==> src/rtl/train_led_encoder_if.sv <==
// Pixel handshake, latch request and serial output bundle for the TrainLED2 encoder.
// master = pixel source side, slave = encoder side.
interface train_led_encoder_if #(
   parameter int unsigned BITS = 24
) ();
   logic [BITS-1:0] pixel_data;
   logic            pixel_valid;
   logic            pixel_ready;
   logic            latch_req;
   logic            dout;
   logic            busy;

   modport master (
      output pixel_data, pixel_valid, latch_req,
      input  pixel_ready, dout, busy
   );

   modport slave (
      input  pixel_data, pixel_valid, latch_req,
      output pixel_ready, dout, busy
   );
endinterface

==> src/rtl/train_led_encoder.sv <==
// TrainLED2 serial stream generator: shifts pixel words out MSB-first as
// pulse-width-coded bits and inserts low latch gaps on request.
module train_led_encoder #(
   parameter int unsigned BITS   = 24,
   parameter int unsigned T0H    = 4,
   parameter int unsigned T1H    = 8,
   parameter int unsigned TBIT   = 12,
   parameter int unsigned TRESET = 500
) (
   input logic               clk,
   input logic               rst,
   train_led_encoder_if.slave bus
);
   localparam int unsigned CW = $clog2(TBIT);
   localparam int unsigned IW = (BITS > 1) ? $clog2(BITS) : 1;
   localparam int unsigned LW = $clog2(TRESET);

   typedef enum logic [1:0] {S_IDLE, S_BIT, S_LATCH} state_t;

   state_t          state_q, state_d;
   logic [CW-1:0]   cnt_q, cnt_d;
   logic [IW-1:0]   idx_q, idx_d;
   logic [BITS-1:0] shreg_q, shreg_d;
   logic [LW-1:0]   lcnt_q, lcnt_d;
   logic            pend_q, pend_d;
   logic            dout_q, dout_d;

   logic            last_bit, bit_end, gap_end, ready, xfer, pend_any;
   logic [CW-1:0]   thigh;

   assign last_bit = (idx_q == IW'(BITS - 1));
   assign bit_end  = (cnt_q == CW'(TBIT - 1));
   assign gap_end  = (lcnt_q == LW'(TRESET - 1));
   assign ready    = ((state_q == S_IDLE) && !pend_q) ||
                     ((state_q == S_BIT) && last_bit && bit_end);
   assign xfer     = bus.pixel_valid && ready;
   assign pend_any = pend_q || bus.latch_req;
   assign thigh    = shreg_q[BITS-1] ? CW'(T1H) : CW'(T0H);

   always_comb begin
      state_d = state_q;
      cnt_d   = cnt_q;
      idx_d   = idx_q;
      shreg_d = shreg_q;
      lcnt_d  = lcnt_q;
      pend_d  = pend_any;
      // dout lags the bit state by one cycle: a transfer at edge k drives high from k+1
      dout_d  = (state_q == S_BIT) && (cnt_q < thigh);

      case (state_q)
         S_IDLE: begin
            if (pend_q) begin
               state_d = S_LATCH;
               lcnt_d  = '0;
               pend_d  = 1'b0;
            end else if (xfer) begin
               state_d = S_BIT;
               shreg_d = bus.pixel_data;
               idx_d   = '0;
               cnt_d   = '0;
            end
         end
         S_BIT: begin
            if (!bit_end) begin
               cnt_d = cnt_q + 1'b1;
            end else begin
               cnt_d = '0;
               if (!last_bit) begin
                  shreg_d = {shreg_q[BITS-2:0], 1'b0};
                  idx_d   = idx_q + 1'b1;
               end else if (xfer) begin
                  shreg_d = bus.pixel_data;
                  idx_d   = '0;
               end else if (pend_any) begin
                  state_d = S_LATCH;
                  lcnt_d  = '0;
                  pend_d  = 1'b0;
               end else begin
                  state_d = S_IDLE;
               end
            end
         end
         S_LATCH: begin
            if (!gap_end) begin
               lcnt_d = lcnt_q + 1'b1;
            end else if (pend_any) begin
               // a request seen during the gap chains a second gap with no idle cycle
               lcnt_d = '0;
               pend_d = 1'b0;
            end else begin
               state_d = S_IDLE;
            end
         end
         default: state_d = S_IDLE;
      endcase
   end

   always_ff @(posedge clk) begin
      if (rst) begin
         state_q <= S_IDLE;
         cnt_q   <= '0;
         idx_q   <= '0;
         shreg_q <= '0;
         lcnt_q  <= '0;
         pend_q  <= 1'b0;
         dout_q  <= 1'b0;
      end else begin
         state_q <= state_d;
         cnt_q   <= cnt_d;
         idx_q   <= idx_d;
         shreg_q <= shreg_d;
         lcnt_q  <= lcnt_d;
         pend_q  <= pend_d;
         dout_q  <= dout_d;
      end
   end

   assign bus.pixel_ready = ready;
   assign bus.dout        = dout_q;
   assign bus.busy        = (state_q != S_IDLE);
endmodule

==> src/flat_wrapper.sv <==
// flat-port wrapper written by rule: the top's interface ports become plain ports
module train_led_encoder_flat 
#(
   parameter int unsigned BITS   = 24,
   parameter int unsigned T0H    = 4,
   parameter int unsigned T1H    = 8,
   parameter int unsigned TBIT   = 12,
   parameter int unsigned TRESET = 500
)
  (clk, rst, bus_pixel_data, bus_pixel_valid, bus_latch_req, bus_pixel_ready, bus_dout, bus_busy);
  train_led_encoder_if #(.BITS(BITS)) bus_i ();
  input logic clk;
  input logic rst;
  input wire logic [$bits(bus_i.pixel_data)-1:0] bus_pixel_data;
  input wire logic [$bits(bus_i.pixel_valid)-1:0] bus_pixel_valid;
  input wire logic [$bits(bus_i.latch_req)-1:0] bus_latch_req;
  output wire logic [$bits(bus_i.pixel_ready)-1:0] bus_pixel_ready;
  output wire logic [$bits(bus_i.dout)-1:0] bus_dout;
  output wire logic [$bits(bus_i.busy)-1:0] bus_busy;
  assign bus_i.pixel_data = bus_pixel_data;
  assign bus_i.pixel_valid = bus_pixel_valid;
  assign bus_i.latch_req = bus_latch_req;
  assign bus_pixel_ready = bus_i.pixel_ready;
  assign bus_dout = bus_i.dout;
  assign bus_busy = bus_i.busy;
  train_led_encoder #(.BITS(BITS), .T0H(T0H), .T1H(T1H), .TBIT(TBIT), .TRESET(TRESET)) u_core (.clk(clk), .rst(rst), .bus(bus_i));
endmodule
==> config.mk <==
export PLATFORM = sky130hd
export DESIGN_NAME = train_led_encoder_flat
export DESIGN_NICKNAME = d
export VERILOG_FILES = /design/src/rtl/train_led_encoder_if.sv /design/src/rtl/train_led_encoder.sv /design/src/flat_wrapper.sv
export SDC_FILE = /design/constraint.sdc
export NUM_CORES = 1
export LEC_CHECK = 0
export CAP_MARGIN = 20
export CELL_PAD_IN_SITES_DETAIL_PLACEMENT = 1
export CELL_PAD_IN_SITES_GLOBAL_PLACEMENT = 2
export CORE_ASPECT_RATIO = 1.4
export CORE_MARGIN = 5
export CORE_UTILIZATION = 35
export CTS_CLUSTER_SIZE = 28
export DETAILED_ROUTE_END_ITERATION = 10
export HOLD_SLACK_MARGIN = 0.15
export PLACE_DENSITY = 0.88
export SYNTH_ARGS = -nofsm -noshare
export SYNTH_HDL_FRONTEND = slang
export SYNTH_SLANG_ARGS = --single-unit
==> constraint.sdc <==
create_clock -name clk -period 5.7 [get_ports clk]
set_clock_uncertainty 0.05 [all_clocks]
set_input_delay 0.57 -clock clk [delete_from_list [all_inputs] [get_ports clk]]
set_output_delay 0.57 -clock clk [all_outputs]
set_load 0.02 [all_outputs]
## After elaboration in Yosys (flattened, before gate mapping)

Cells that the tools add are included.

- Add/subtract/negate cells: 3
- Order comparisons: 1
- Eq/ne operators: 14
- Mux-type cells: 37
- Reductions and logical operators: 16

Operators with widths:

| operator | number |
|---|---|
| $mux W24 | 4 |
| $mux W9 | 6 |
| $pmux W24 S2 | 1 |
| $pmux W9 S3 | 1 |
| $mux W5 | 4 |
| $mux W2 | 8 |
| $mux W4 | 4 |
| $ne A2 B1 Y1 const B | 5 |
| $pmux W5 S2 | 1 |
| $add A9 B1 Y9 const B | 1 |
| $eq A9 B9 Y1 const B | 1 |
| $pmux W4 S2 | 1 |
| $ne A2 B2 Y1 const B | 3 |
| $pmux W2 S3 | 1 |
| $reduce_and A3 Y1 | 2 |
| $reduce_and A6 Y1 | 1 |
| $add A5 B1 Y5 const B | 1 |
| $eq A5 B5 Y1 const B | 1 |
| $logic_and A1 B1 Y1 | 5 |
| $mux W1 | 5 |
| $reduce_and A5 Y1 | 1 |
| $add A4 B1 Y4 const B | 1 |
| $eq A4 B4 Y1 const B | 1 |
| $lt A4 B4 Y1 | 1 |
| 9 further kinds | 11 |

- Register bits: 46
- Bits of input ports: 28
- Word-level logic and storage cells: 78

## Logic depth before layout (Yosys ltp)

- Depth after elaboration: 9
- Depth in mapped cells: 9

## Worst setup path before layout

OpenSTA, ideal clock, no wires.

- Path kind: reg-to-output
- Start point: reg u_core.state_q[1]
- End point: out bus_pixel_ready
- Data arrival time: 1.333 ns
- Required time: 5.080 ns
- Slack: 3.747 ns
- Cell stages (with the launch flop): 6
- Path buffers: 1
- Cells stage by stage: dfxtp_1 -> inv_1 -> ha_1 -> buf_4 -> nand4b_1 -> o21ai_0

- Word-level cells in the longest chain between the ends: 4
- Elaborated cells on any way between the ends: 6
- Those cells by class: eq/ne (1); reduce/logical (5)

RTL lines:

| item | line | text |
|---|---|---|
| start: declaration | train_led_encoder.sv:20 | `state_t state_q, state_d;` |
| start signal: assignment | train_led_encoder.sv:108 | `state_q <= state_d;` |
| $eq A2 B1 Y1 | train_led_encoder.sv:35 | `((state_q == S_BIT) && last_bit && bit_end);` |
| $logic_and A1 B1 Y1 (2 in a row) | train_led_encoder.sv:35 |  |
| $logic_or A1 B1 Y1 * | train_led_encoder.sv:34 | `assign ready = ((state_q == S_IDLE) && !pend_q) \|\|` |
| end: declaration | flat_wrapper.sv:17 | `output wire logic [$bits(bus_i.pixel_ready)-1:0] bus_pixel_ready;` |

Mark *: on every way between the ends. The rest lies on a longest branch, timed or not.

## Final worst setup path

Ends and elaborated chain as after synthesis.

==> results.json <==
{
  "wl_met1_um": 2670,
  "yosys-top-cells-area": "dfxtp_1 (38%), o22ai_1 (6.8%), nor2_1 (5.5%)",
  "p_per_area_nw_per_um2": 424,
  "vias_per_cell": 5.46,
  "clockBufferDepth": 2,
  "r2r-start": "u_core.state_q[1]",
  "cpMaxStageDelayCell": "ha_1",
  "clock_latency_ps": 300,
  "final_area_um2": 2830,
  "post_drt_wl_per_cell_um": 15.5,
  "synth_top_area_share_pct": 38.5,
  "ys_seq_elements": 46,
  "nets": 343,
  "most-common-layout-cells": "dfxtp_1 (46), nor2_1 (35), clkdlybuf4s50_1 (29), o22ai_1 (26), nor3_1 (25)",
  "maxCapViolCount": 0,
  "ys_warn_count": 0,
  "fin_crit_sh_pct": 55.7,
  "worst_pin_slew_ps": 962,
  "portBuffers": 30,
  "numClockSinks": 46,
  "endpoint_kind": "output pin",
  "grt_pass1_wl_um": 10500,
  "core_um2": 6610,
  "cts_inserted_buffers": 5,
  "slew_headroom_pct": 35.8,
  "die_h_um": 108,
  "grt_overflow_total": 0,
  "start_util_pct": 36.2,
  "grt_pass1_vias": 2283,
  "first_pass_iters": 4,
  "first_iter_violations": 82,
  "antenna_found_initial": 0,
  "htree_levels": 2,
  "fmax_mhz": 315,
  "synth.largest_area_cell": "dfxtp_1",
  "ys_types": 52,
  "wl_met2_um": 3270,
  "cp_max_fo": 20,
  "wirelength_um": 6210,
  "cp_num_buf_inv": 2,
  "required_ps": 5080,
  "hold_viol_final": 0,
  "final_common_cell": "dfxtp_1",
  "slew_viol_final": 0,
  "clk_pin_slew_ps": 100,
  "cp.arrival_ps": 2560,
  "leakage_nw": 1.07,
  "status": "completed",
  "dr_wl_met3_um": 163,
  "area_growth_pct": 18.0,
  "cts_tree": "built",
  "maxUsedRoutingLayer": "met4",
  "syn_avg_cell_area_um2": 8.40,
  "synthCells": 285,
  "setup_viol_count_final": 0,
  "critPathLaunchType": "flip-flop",
  "async_reset_ff_share_pct": 0,
  "min_from": "u_core.idx_q[3]",
  "ys.flop_type": "dfxtp_1",
  "drive_gt1_share_pct": 7.14,
  "cts_hold_buffers": 0,
  "dieArea_um2": 8620,
  "crit_path_cell_trace": "inv_1 > ha_1 > nand4b_1 > o21ai_0 > clkdlybuf4s50_1",
  "ioPinCount": 31,
  "synth_edf_count": 0,
  "whs_ps": 421,
  "cts_resized": 0,
  "synth_area_um2": 2390,
  "critPathMaxStageDelay_ps": 650,
  "dpl.hpwl_um": 4430,
  "vias": 2183,
  "routabilityCongestion": 0.763,
  "cts_post_setup_buffers_inserted": 0,
  "p_total_mw": 1.20,
  "rows": 35,
  "grtUsageTotal_pct": 15.1,
  "antennaDiodeCount": 0,
  "fin_setup_tns_ps": 0,
  "critPathTopFamily": "buffers and inverters",
  "irDropWorstVdd_mv": 0.202,
  "placed_area_um2": 2730,
  "final_util_pct": 42.7,
  "ant_nets": 0,
  "cts-root-buf": "clkbuf_8",
  "die-width_um": 79.9,
  "grt_max_degree": 52,
  "ys_seq_area_share_pct": 38.5,
  "critPathKind": "reg2out",
  "critPathLaunch": "u_core.state_q[1]",
  "holdCritPathClass": "reg2reg",
  "drc": 0,
  "synth_fp_nets": 321,
  "rsz0062_at_grt": "false",
  "finalCriticalPeriod_ps": 3180
}
## report_power, final
group | switching, mW | internal (mW)
Clock | 0.123 | 0.0887
Combinational | 0.326 | 0.217
Sequential | 0.0480 | 0.396
Total | 0.497 | 0.701
## sequential cells by signal, summed over array words and instances, names as in the netlist
name	count
u_core.shreg_q	24
u_core.pend_q	1
u_core.idx_q	5
u_core.bus.dout	1
u_core.cnt_q	4
u_core.lcnt_q	9
u_core.state_q	2
## cell usage after synthesis, drive strengths merged, types with 4 or more instances
cell type and number:
nand4 5, nor3 28, a21oi 16, and3 4, nor2b 5, buf 4, nand2b 4, and2 6
o31ai 4, dfxtp 46, a31oi 6, nand3 7, clkbuf 12, ha 8, nand2 16, nor2 35
o22ai 26, a211oi 4, o21ai 6, nand3b 4, inv 9
## metal layers
layer / vias to the layer above / GRT usage [%]
met5: - / 0
met3: 9 / 3.02
met2: 31 / 28.0
li1: 1100 / -
met1: 1043 / 16.9
met4: 0 / 5.07
## final timing paths
path	endpoint	slack [ps]	depth (start not counted)
worst min-delay path	u_core.idx_q[3]	420	1
worst max-delay path	bus_pixel_ready	2520	5
worst min register to register	u_core.idx_q[3]	420	1
worst max register to register	u_core.shreg_q[23]	2800	7
## final cells by class
cell class,count,area [um^2]
clock buffers,5,68.8
clock inverters,3,25.0
fillers,798,3790
inverters,9,33.8
multi-input cells,214,1360
flip-flops and latches,46,921
well taps,92,115
repair buffers,31,303
## through the flow
stage	worst slack [ps]	std cells
final	2520	400
after global routing	2350	400
after CTS	2480	400
after detailed placement	2790	392
after global placement	2900	392
after floorplan	3750	285
## cell families after synthesis
group	Yosys count	synth area share (%)
buffers and inverters	25	4.75
AND/OR/NAND/NOR	129	30.3
adder cells (fa/ha/maj)	8	4.18
flip-flops	46	38.5
multiplexers	2	0.836
AO/OA/AOI/OAI	75	21.5
Note: power is estimated with default switching activity, not from simulation.
